[src/rtl/cross_bar_bank_arbiter_if.sv]
// Request/response bundle between the three mcash channels, one bank arbiter and its bank HTU.
interface cross_bar_bank_arbiter_if;
  logic [2:0]   ch_req_valid_i;
  logic [5:0]   ch_req_op_i;
  logic [83:0]  ch_req_addr_i;
  logic [383:0] ch_req_data_i;
  logic [2:0]   ch_grant_o;
  logic         xbar_htu_valid_o;
  logic         xbar_htu_allowIn_i;
  logic [1:0]   xbar_htu_ch_id_o;
  logic [1:0]   xbar_htu_opcode_o;
  logic [27:0]  xbar_htu_addr_o;
  logic [127:0] xbar_htu_data_o;
  logic [7:0]   xbar_htu_wbuffer_id_o;
  logic [2:0]   rob_pop_i;
  logic         credit_err_o;

  modport master (
    output ch_req_valid_i, ch_req_op_i, ch_req_addr_i, ch_req_data_i, xbar_htu_allowIn_i, rob_pop_i,
    input  ch_grant_o, xbar_htu_valid_o, xbar_htu_ch_id_o, xbar_htu_opcode_o, xbar_htu_addr_o,
           xbar_htu_data_o, xbar_htu_wbuffer_id_o, credit_err_o
  );

  modport slave (
    input  ch_req_valid_i, ch_req_op_i, ch_req_addr_i, ch_req_data_i, xbar_htu_allowIn_i, rob_pop_i,
    output ch_grant_o, xbar_htu_valid_o, xbar_htu_ch_id_o, xbar_htu_opcode_o, xbar_htu_addr_o,
           xbar_htu_data_o, xbar_htu_wbuffer_id_o, credit_err_o
  );
endinterface

[src/rtl/cross_bar_bank_arbiter.sv]
// Per-bank round-robin scheduler: picks one of three channel requests per cycle into a
// registered HTU stage, with per-channel read credits and write-buffer tagging.
module cross_bar_bank_arbiter_credit #(
  parameter int RD_CREDITS = 8
) (
  input  logic       clk_i,
  input  logic       rst_i,
  input  logic       dec,
  input  logic       inc,
  output logic [3:0] cnt,
  output logic       err_set
);
  localparam logic [3:0] MAX = 4'(RD_CREDITS);

  // A return with nothing outstanding is a protocol error; the counter saturates.
  assign err_set = inc & ~dec & (cnt == MAX);

  always_ff @(posedge clk_i) begin
    if (rst_i)                           cnt <= MAX;
    else if (inc & ~dec & (cnt != MAX)) cnt <= cnt + 4'd1;
    else if (dec & ~inc)                cnt <= cnt - 4'd1;
  end
endmodule

module cross_bar_bank_arbiter #(
  parameter logic [1:0] BANK_ID    = 2'd0,
  parameter int         RD_CREDITS = 8
) (
  input logic                     clk_i,
  input logic                     rst_i,
  cross_bar_bank_arbiter_if.slave bus
);
  localparam int         NUM_CH = 3;
  localparam logic [1:0] OP_RD  = 2'b00;
  localparam logic [1:0] OP_WR  = 2'b01;

  logic [NUM_CH-1:0][1:0]   op;
  logic [NUM_CH-1:0][27:0]  addr;
  logic [NUM_CH-1:0][127:0] data;
  logic [NUM_CH-1:0][3:0]   credit;
  logic [NUM_CH-1:0]        elig, gnt_raw, gnt, rd_gnt, err_set;
  logic [1:0]               ptr, sel_id, sel_op;
  logic [27:0]              sel_addr;
  logic [127:0]             sel_data;
  logic                     load, htu_vld, err_q;
  logic [1:0]               ch_id_q, op_q;
  logic [27:0]              addr_q;
  logic [127:0]             data_q;
  logic [7:0]               wid_q, wtag;
  int                       idx;

  assign op   = bus.ch_req_op_i;
  assign addr = bus.ch_req_addr_i;
  assign data = bus.ch_req_data_i;

  for (genvar c = 0; c < NUM_CH; c++) begin : g_ch
    assign elig[c]   = bus.ch_req_valid_i[c] & (addr[c][5:4] == BANK_ID) &
                       ((op[c] != OP_RD) | (credit[c] != 4'd0));
    assign rd_gnt[c] = gnt[c] & (op[c] == OP_RD);
  end

  cross_bar_bank_arbiter_credit #(.RD_CREDITS(RD_CREDITS)) u_credit [NUM_CH-1:0] (
    .clk_i   (clk_i),
    .rst_i   (rst_i),
    .dec     (rd_gnt),
    .inc     (bus.rob_pop_i),
    .cnt     (credit),
    .err_set (err_set)
  );

  assign load = ~htu_vld | bus.xbar_htu_allowIn_i;

  // Walk the search order backwards so the first eligible channel from ptr wins.
  always_comb begin
    gnt_raw  = '0;
    sel_id   = '0;
    sel_op   = '0;
    sel_addr = '0;
    sel_data = '0;
    idx      = 0;
    for (int k = NUM_CH - 1; k >= 0; k--) begin
      idx = (int'(ptr) + k) % NUM_CH;
      if (elig[idx]) begin
        gnt_raw      = '0;
        gnt_raw[idx] = 1'b1;
        sel_id       = 2'(idx);
        sel_op       = op[idx];
        sel_addr     = addr[idx];
        sel_data     = data[idx];
      end
    end
  end

  assign gnt            = gnt_raw & {NUM_CH{load}};
  assign bus.ch_grant_o = gnt;

  always_ff @(posedge clk_i) begin
    if (rst_i) begin
      htu_vld <= 1'b0;
      ch_id_q <= '0;
      op_q    <= '0;
      addr_q  <= '0;
      data_q  <= '0;
      wid_q   <= '0;
      wtag    <= '0;
      ptr     <= '0;
      err_q   <= 1'b0;
    end else begin
      if (|err_set) err_q <= 1'b1;
      if (load) begin
        htu_vld <= |gnt_raw;
        if (|gnt_raw) begin
          ch_id_q <= sel_id;
          op_q    <= sel_op;
          addr_q  <= sel_addr;
          data_q  <= sel_data;
          ptr     <= (sel_id == 2'd2) ? 2'd0 : sel_id + 2'd1;
          if (sel_op == OP_WR) begin
            wid_q <= wtag;
            wtag  <= wtag + 8'd1;
          end else begin
            wid_q <= 8'h00;
          end
        end
      end
    end
  end

  assign bus.xbar_htu_valid_o      = htu_vld;
  assign bus.xbar_htu_ch_id_o      = ch_id_q;
  assign bus.xbar_htu_opcode_o     = op_q;
  assign bus.xbar_htu_addr_o       = addr_q;
  assign bus.xbar_htu_data_o       = data_q;
  assign bus.xbar_htu_wbuffer_id_o = wid_q;
  assign bus.credit_err_o          = err_q;
endmodule

[src/flat_wrapper.sv]
// flat-port wrapper written by rule: the top's interface ports become plain ports
module cross_bar_bank_arbiter_flat 
#(
  parameter logic [1:0] BANK_ID    = 2'd0,
  parameter int         RD_CREDITS = 8
)
  (clk_i, rst_i, bus_ch_req_valid_i, bus_ch_req_op_i, bus_ch_req_addr_i, bus_ch_req_data_i, bus_xbar_htu_allowIn_i, bus_rob_pop_i, bus_ch_grant_o, bus_xbar_htu_valid_o, bus_xbar_htu_ch_id_o, bus_xbar_htu_opcode_o, bus_xbar_htu_addr_o, bus_xbar_htu_data_o, bus_xbar_htu_wbuffer_id_o, bus_credit_err_o);
  cross_bar_bank_arbiter_if bus_i ();
  input logic clk_i;
  input logic rst_i;
  input wire logic [$bits(bus_i.ch_req_valid_i)-1:0] bus_ch_req_valid_i;
  input wire logic [$bits(bus_i.ch_req_op_i)-1:0] bus_ch_req_op_i;
  input wire logic [$bits(bus_i.ch_req_addr_i)-1:0] bus_ch_req_addr_i;
  input wire logic [$bits(bus_i.ch_req_data_i)-1:0] bus_ch_req_data_i;
  input wire logic [$bits(bus_i.xbar_htu_allowIn_i)-1:0] bus_xbar_htu_allowIn_i;
  input wire logic [$bits(bus_i.rob_pop_i)-1:0] bus_rob_pop_i;
  output wire logic [$bits(bus_i.ch_grant_o)-1:0] bus_ch_grant_o;
  output wire logic [$bits(bus_i.xbar_htu_valid_o)-1:0] bus_xbar_htu_valid_o;
  output wire logic [$bits(bus_i.xbar_htu_ch_id_o)-1:0] bus_xbar_htu_ch_id_o;
  output wire logic [$bits(bus_i.xbar_htu_opcode_o)-1:0] bus_xbar_htu_opcode_o;
  output wire logic [$bits(bus_i.xbar_htu_addr_o)-1:0] bus_xbar_htu_addr_o;
  output wire logic [$bits(bus_i.xbar_htu_data_o)-1:0] bus_xbar_htu_data_o;
  output wire logic [$bits(bus_i.xbar_htu_wbuffer_id_o)-1:0] bus_xbar_htu_wbuffer_id_o;
  output wire logic [$bits(bus_i.credit_err_o)-1:0] bus_credit_err_o;
  assign bus_i.ch_req_valid_i = bus_ch_req_valid_i;
  assign bus_i.ch_req_op_i = bus_ch_req_op_i;
  assign bus_i.ch_req_addr_i = bus_ch_req_addr_i;
  assign bus_i.ch_req_data_i = bus_ch_req_data_i;
  assign bus_i.xbar_htu_allowIn_i = bus_xbar_htu_allowIn_i;
  assign bus_i.rob_pop_i = bus_rob_pop_i;
  assign bus_ch_grant_o = bus_i.ch_grant_o;
  assign bus_xbar_htu_valid_o = bus_i.xbar_htu_valid_o;
  assign bus_xbar_htu_ch_id_o = bus_i.xbar_htu_ch_id_o;
  assign bus_xbar_htu_opcode_o = bus_i.xbar_htu_opcode_o;
  assign bus_xbar_htu_addr_o = bus_i.xbar_htu_addr_o;
  assign bus_xbar_htu_data_o = bus_i.xbar_htu_data_o;
  assign bus_xbar_htu_wbuffer_id_o = bus_i.xbar_htu_wbuffer_id_o;
  assign bus_credit_err_o = bus_i.credit_err_o;
  cross_bar_bank_arbiter #(.BANK_ID(BANK_ID), .RD_CREDITS(RD_CREDITS)) u_core (.clk_i(clk_i), .rst_i(rst_i), .bus(bus_i));
endmodule
[config.mk]
export PLATFORM = sky130hd
export DESIGN_NAME = cross_bar_bank_arbiter_flat
export DESIGN_NICKNAME = d
export VERILOG_FILES = /design/src/rtl/cross_bar_bank_arbiter_if.sv /design/src/rtl/cross_bar_bank_arbiter.sv /design/src/flat_wrapper.sv
export SDC_FILE = /design/constraint.sdc
export NUM_CORES = 1
export LEC_CHECK = 0
export BUFFER_PORTS_ARGS = -buffer_cell sky130_fd_sc_hd__buf_4
export CORE_AREA = 3 3 255 257
export DETAILED_ROUTE_END_ITERATION = 8
export DIE_AREA = 0 0 258 260
export GPL_ROUTABILITY_DRIVEN = 0
export SLEW_MARGIN = 30
export SYNTH_ARGS = -nofsm -noshare
export SYNTH_HDL_FRONTEND = slang
export SYNTH_SLANG_ARGS = --single-unit
[constraint.sdc]
create_clock -name clk_i -period 3.8 [get_ports clk_i]
set_input_delay 0.57 -clock clk_i [delete_from_list [all_inputs] [get_ports clk_i]]
set_output_delay 0.57 -clock clk_i [all_outputs]
set_load 0.02 [all_outputs]
==> flow_summary.json <==
{
  "placed_cell_area_mm2": 0.0240,
  "holdPathStages": 3,
  "net-switching-power_mw": 6.99,
  "final_cell_mix": "buf_4 (689), a21oi_1 (640), nand2_1 (480)",
  "ant_nets": 0,
  "grt_overflow_total": 0,
  "cts_tree": "built",
  "h-tree-depth": 4,
  "maxSlewViolCount": 0,
  "synth_warnings": 0,
  "power_leakage_nw": 9.86,
  "core-area_mm2": 0.0630,
  "path_clk_slew_ns": 0.09,
  "slew_headroom_pct": 20.3,
  "worst_slack_ns": 0.430,
  "ioPinCount": 656,
  "wl_per_cell_um": 20.8,
  "end_kind": "flip-flop",
  "numCtsBuffers": 17,
  "cts_resized": 0,
  "hold_violations": 0,
  "ys_seq_elements": 192,
  "drive_above_1_share_pct": 24.2,
  "p_clk_share_pct": 14.7,
  "p_comb_share_pct": 64.8,
  "min_period_ns": 3.37,
  "n_fill_cell": 6692,
  "syn_area_mm2": 0.0184,
  "synth-async-reset-ratio_pct": 0,
  "synthXorXnorAreaFrac_pct": 0.428,
  "min_to": "u_core.u_credit[1].cnt[2]$_SDFFE_PP0P_",
  "rows": 92,
  "yosysUniqueCellTypes": 67,
  "p_int_mw": 6.69,
  "grt_pass1_vias": 20917,
  "fin_skew_ns": 0.0306,
  "fmax_ghz": 0.297,
  "synthAdderAreaFrac_pct": 1.01,
  "final_common_cell": "buf_4",
  "wl_met1_mm": 33.9,
  "r2r_slack_ns": 0.43,
  "final_cell_area_mm2": 0.0246,
  "irDropWorstVdd_uv": 480,
  "max_stage_delay_ns": 0.37,
  "dp_hpwl_mm": 56.9,
  "sw_frac_of_total_pct": 51.1,
  "worstSetupStartpointType": "flip-flop",
  "clockRootBuffer": "clkbuf_16",
  "synth-compound-area-share_pct": 40.4,
  "dieArea_mm2": 0.0671,
  "synth_edf_count": 0,
  "crit_buf_inv": 2,
  "post_cts_buffers": 0,
  "syn_nets": 3240,
  "wl_met3_mm": 8.10,
  "clock-sinks": 192,
  "setup_viol_count_final": 0,
  "yosysSeqAreaShare_pct": 20.9,
  "hp-start": "bus_rob_pop_i[1]",
  "grt_setup_unrepaired": "false",
  "wirelength_mm": 84.1,
  "drc": 0,
  "wl_met2_mm": 39.1,
  "start_util_pct": 29.2,
  "die_y_um": 260,
  "r2r-end": "u_core.u_credit[1].cnt[3]$_SDFFE_PP1P_",
  "utilization_pct": 39.1,
  "synth_cells": 2744,
  "muxShareOfSynthArea_pct": 9.04,
  "cts_hold_buf": 0,
  "yosys.area_share.simple_pct": 21.5,
  "grt_usage_pct": 23.7,
  "ys.flop_type": "dfxtp_1",
  "cts_max_path_buffers": 2,
  "required_ns": 4.18,
  "firstDrtPassIters": 5,
  "grt_pass1_wl_mm": 127,
  "hold_path.class": "in2reg",
  "critPathMaxFanout": 18,
  "fin_setup_tns_ns": 0,
  "worstMarginPinSlew_ns": 1.20,
  "cp-startpoint": "u_core.ptr[1]$_SDFFE_PP0P_",
  "run_status": "finished clean",
  "grt_start_max_net_pins": 217,
  "r2r_cells": 17,
  "vias_per_cell": 5.61,
  "clkLatencyLatePin_ns": 0.51,
  "cp_top_family": "compound AO/OA/AOI/OAI gates",
  "synth.avg_cell_area_um2": 6.71,
  "vias": 22744,
  "seqPwrFrac_pct": 20.5,
  "finalNetCount": 3684,
  "r2r-start": "u_core.ptr[1]$_SDFFE_PP0P_",
  "arrival_ns": 3.75,
  "path_depth": 17,
  "dr.max_layer_used": "met5",
  "die_w_um": 258,
  "synth_top_family_by_area": "compound AO/OA/AOI/OAI gates",
  "antenna_found_initial": 7,
  "post-place-ws_ns": 0.201,
  "fin_crit_sh_pct": 88.7,
  "critPathSlowestCell": "dfxtp_1",
  "numPortBuffers": 655,
  "p_per_area_mw_per_mm2": 556,
  "cap_violations": 0,
  "drt-initial-drc-count": 2241,
  "crit_type": "reg2reg",
  "path_cells": "inv_1, ha_4, nor4b_1, buf_4, o211ai_1, a31o_2, a31oi_4, nor3b_4, nor2_1, nand2_1, ha_1, a21o_1, a21oi_1, nor2b_1, mux2i_1, xnor2_1, nand2b_1",
  "area_growth_syn_to_layout_pct": 33.7
}
==> layout make-up <==
cell class                 count  area, µm²  share of cell area [%]
multi-input combinational   2254      13400                    54.5
timing repair buffer         711       5600                    22.8
antenna                        4       10.0                  0.0407
inverter                      12       45.0                   0.183
sequential                   192       3840                    15.6
tap                          846       1060                    4.30
clock inverter                15        201                   0.819
clock buffer                  17        425                    1.73
==> power groups by stage <==
| stage | clock network [mW] | logic (mW) | registers [mW] |
|---|---|---|---|
| global placement | 0 | 8.81 | 2.84 |
| global route | 2.15 | 9.65 | 2.86 |
| CTS | 2.10 | 8.84 | 2.80 |
| floorplan | 0 | 5.38 | 3.26 |
| detailed placement | 0 | 8.82 | 2.85 |
| finish | 2.01 | 8.87 | 2.80 |
==> worst register-to-register path, stage by stage, from the launching register on <==
cell and delay, ns:
dfxtp_1 0.37, inv_1 0.11, ha_4 0.27, nor4b_1 0.32, buf_4 0.19, o211ai_1 0.13, a31o_2 0.27, a31oi_4 0.20
nor3b_4 0.21, nor2_1 0.08, nand2_1 0.11, ha_1 0.23, a21o_1 0.18, a21oi_1 0.16, nor2b_1 0.14, mux2i_1 0.09
xnor2_1 0.14, nand2b_1 0.06
==> worst max-delay path by stage <==
| stage | to | slack [ns] |
|---|---|---|
| after floorplan | u_core.u_credit[1].cnt[3]$_SDFFE_PP1P_ | 0.27 |
| after global placement | u_core.u_credit[0].cnt[3]$_SDFFE_PP1P_ | 0.17 |
| after detailed placement | u_core.u_credit[0].cnt[3]$_SDFFE_PP1P_ | 0.20 |
| after CTS | u_core.u_credit[1].cnt[3]$_SDFFE_PP1P_ | 0.42 |
| after global routing | u_core.u_credit[1].cnt[3]$_SDFFE_PP1P_ | 0.21 |
| final | u_core.u_credit[1].cnt[3]$_SDFFE_PP1P_ | 0.43 |
==> metal layers <==
metal / up-vias / GRT usage [%]
met4: 6 / 9.52
met3: 123 / 7.11
met5: - / 0
met1: 10570 / 29.5
li1: 11012 / -
met2: 1033 / 38.2
==> through the flow <==
| stage | total power, mW | hold WS [ns] | std cells |
|---|---|---|---|
| 2_1_floorplan | 8.64 | 0.465 | 2744 |
| 4_1_cts | 13.7 | 0.376 | 4047 |
| 6_report | 13.7 | 0.442 | 4051 |
| 5_1_grt | 14.7 | 0.420 | 4048 |
| 3_5_place_dp | 11.7 | 0.447 | 4015 |
| 3_3_place_gp | 11.6 | 0.443 | 4015 |
==> flip-flops by register name, indices dropped and copies added (netlist names) <==
register and cells:
u_core.bus.credit_err_o 1, u_core.wtag 8, u_core.u_credit.cnt 12, u_core.bus.xbar_htu_wbuffer_id_o 8, u_core.bus.xbar_htu_ch_id_o 2, u_core.bus.xbar_htu_addr_o 28, u_core.ptr 2, u_core.bus.xbar_htu_valid_o 1
u_core.bus.xbar_htu_opcode_o 2, u_core.bus.xbar_htu_data_o 128
==> kinds of logic after synthesis <==
| family | after synthesis |
|---|---|
| flops | 192 |
| simple gates | 896 |
| xor+xnor | 9 |
| buf+inv | 298 |
| fa+ha+maj | 13 |
| mux | 166 |
| compound gates | 1170 |
==> cell usage after synthesis (10+ instances only) <==
cell type,number,area (µm²)
nand3_1,16,80.1
dfxtp_1,192,3840
nor2_1,185,694
inv_1,12,45.0
nor2b_1,160,1000
buf_2,39,195
o211ai_1,312,2340
buf_1,29,109
mux2i_1,164,1640
o221ai_1,156,1370
clkbuf_1,210,788
ha_1,10,125
nand2_1,480,1800
a21oi_1,640,3200
Power figures use the tool's default switching activity.
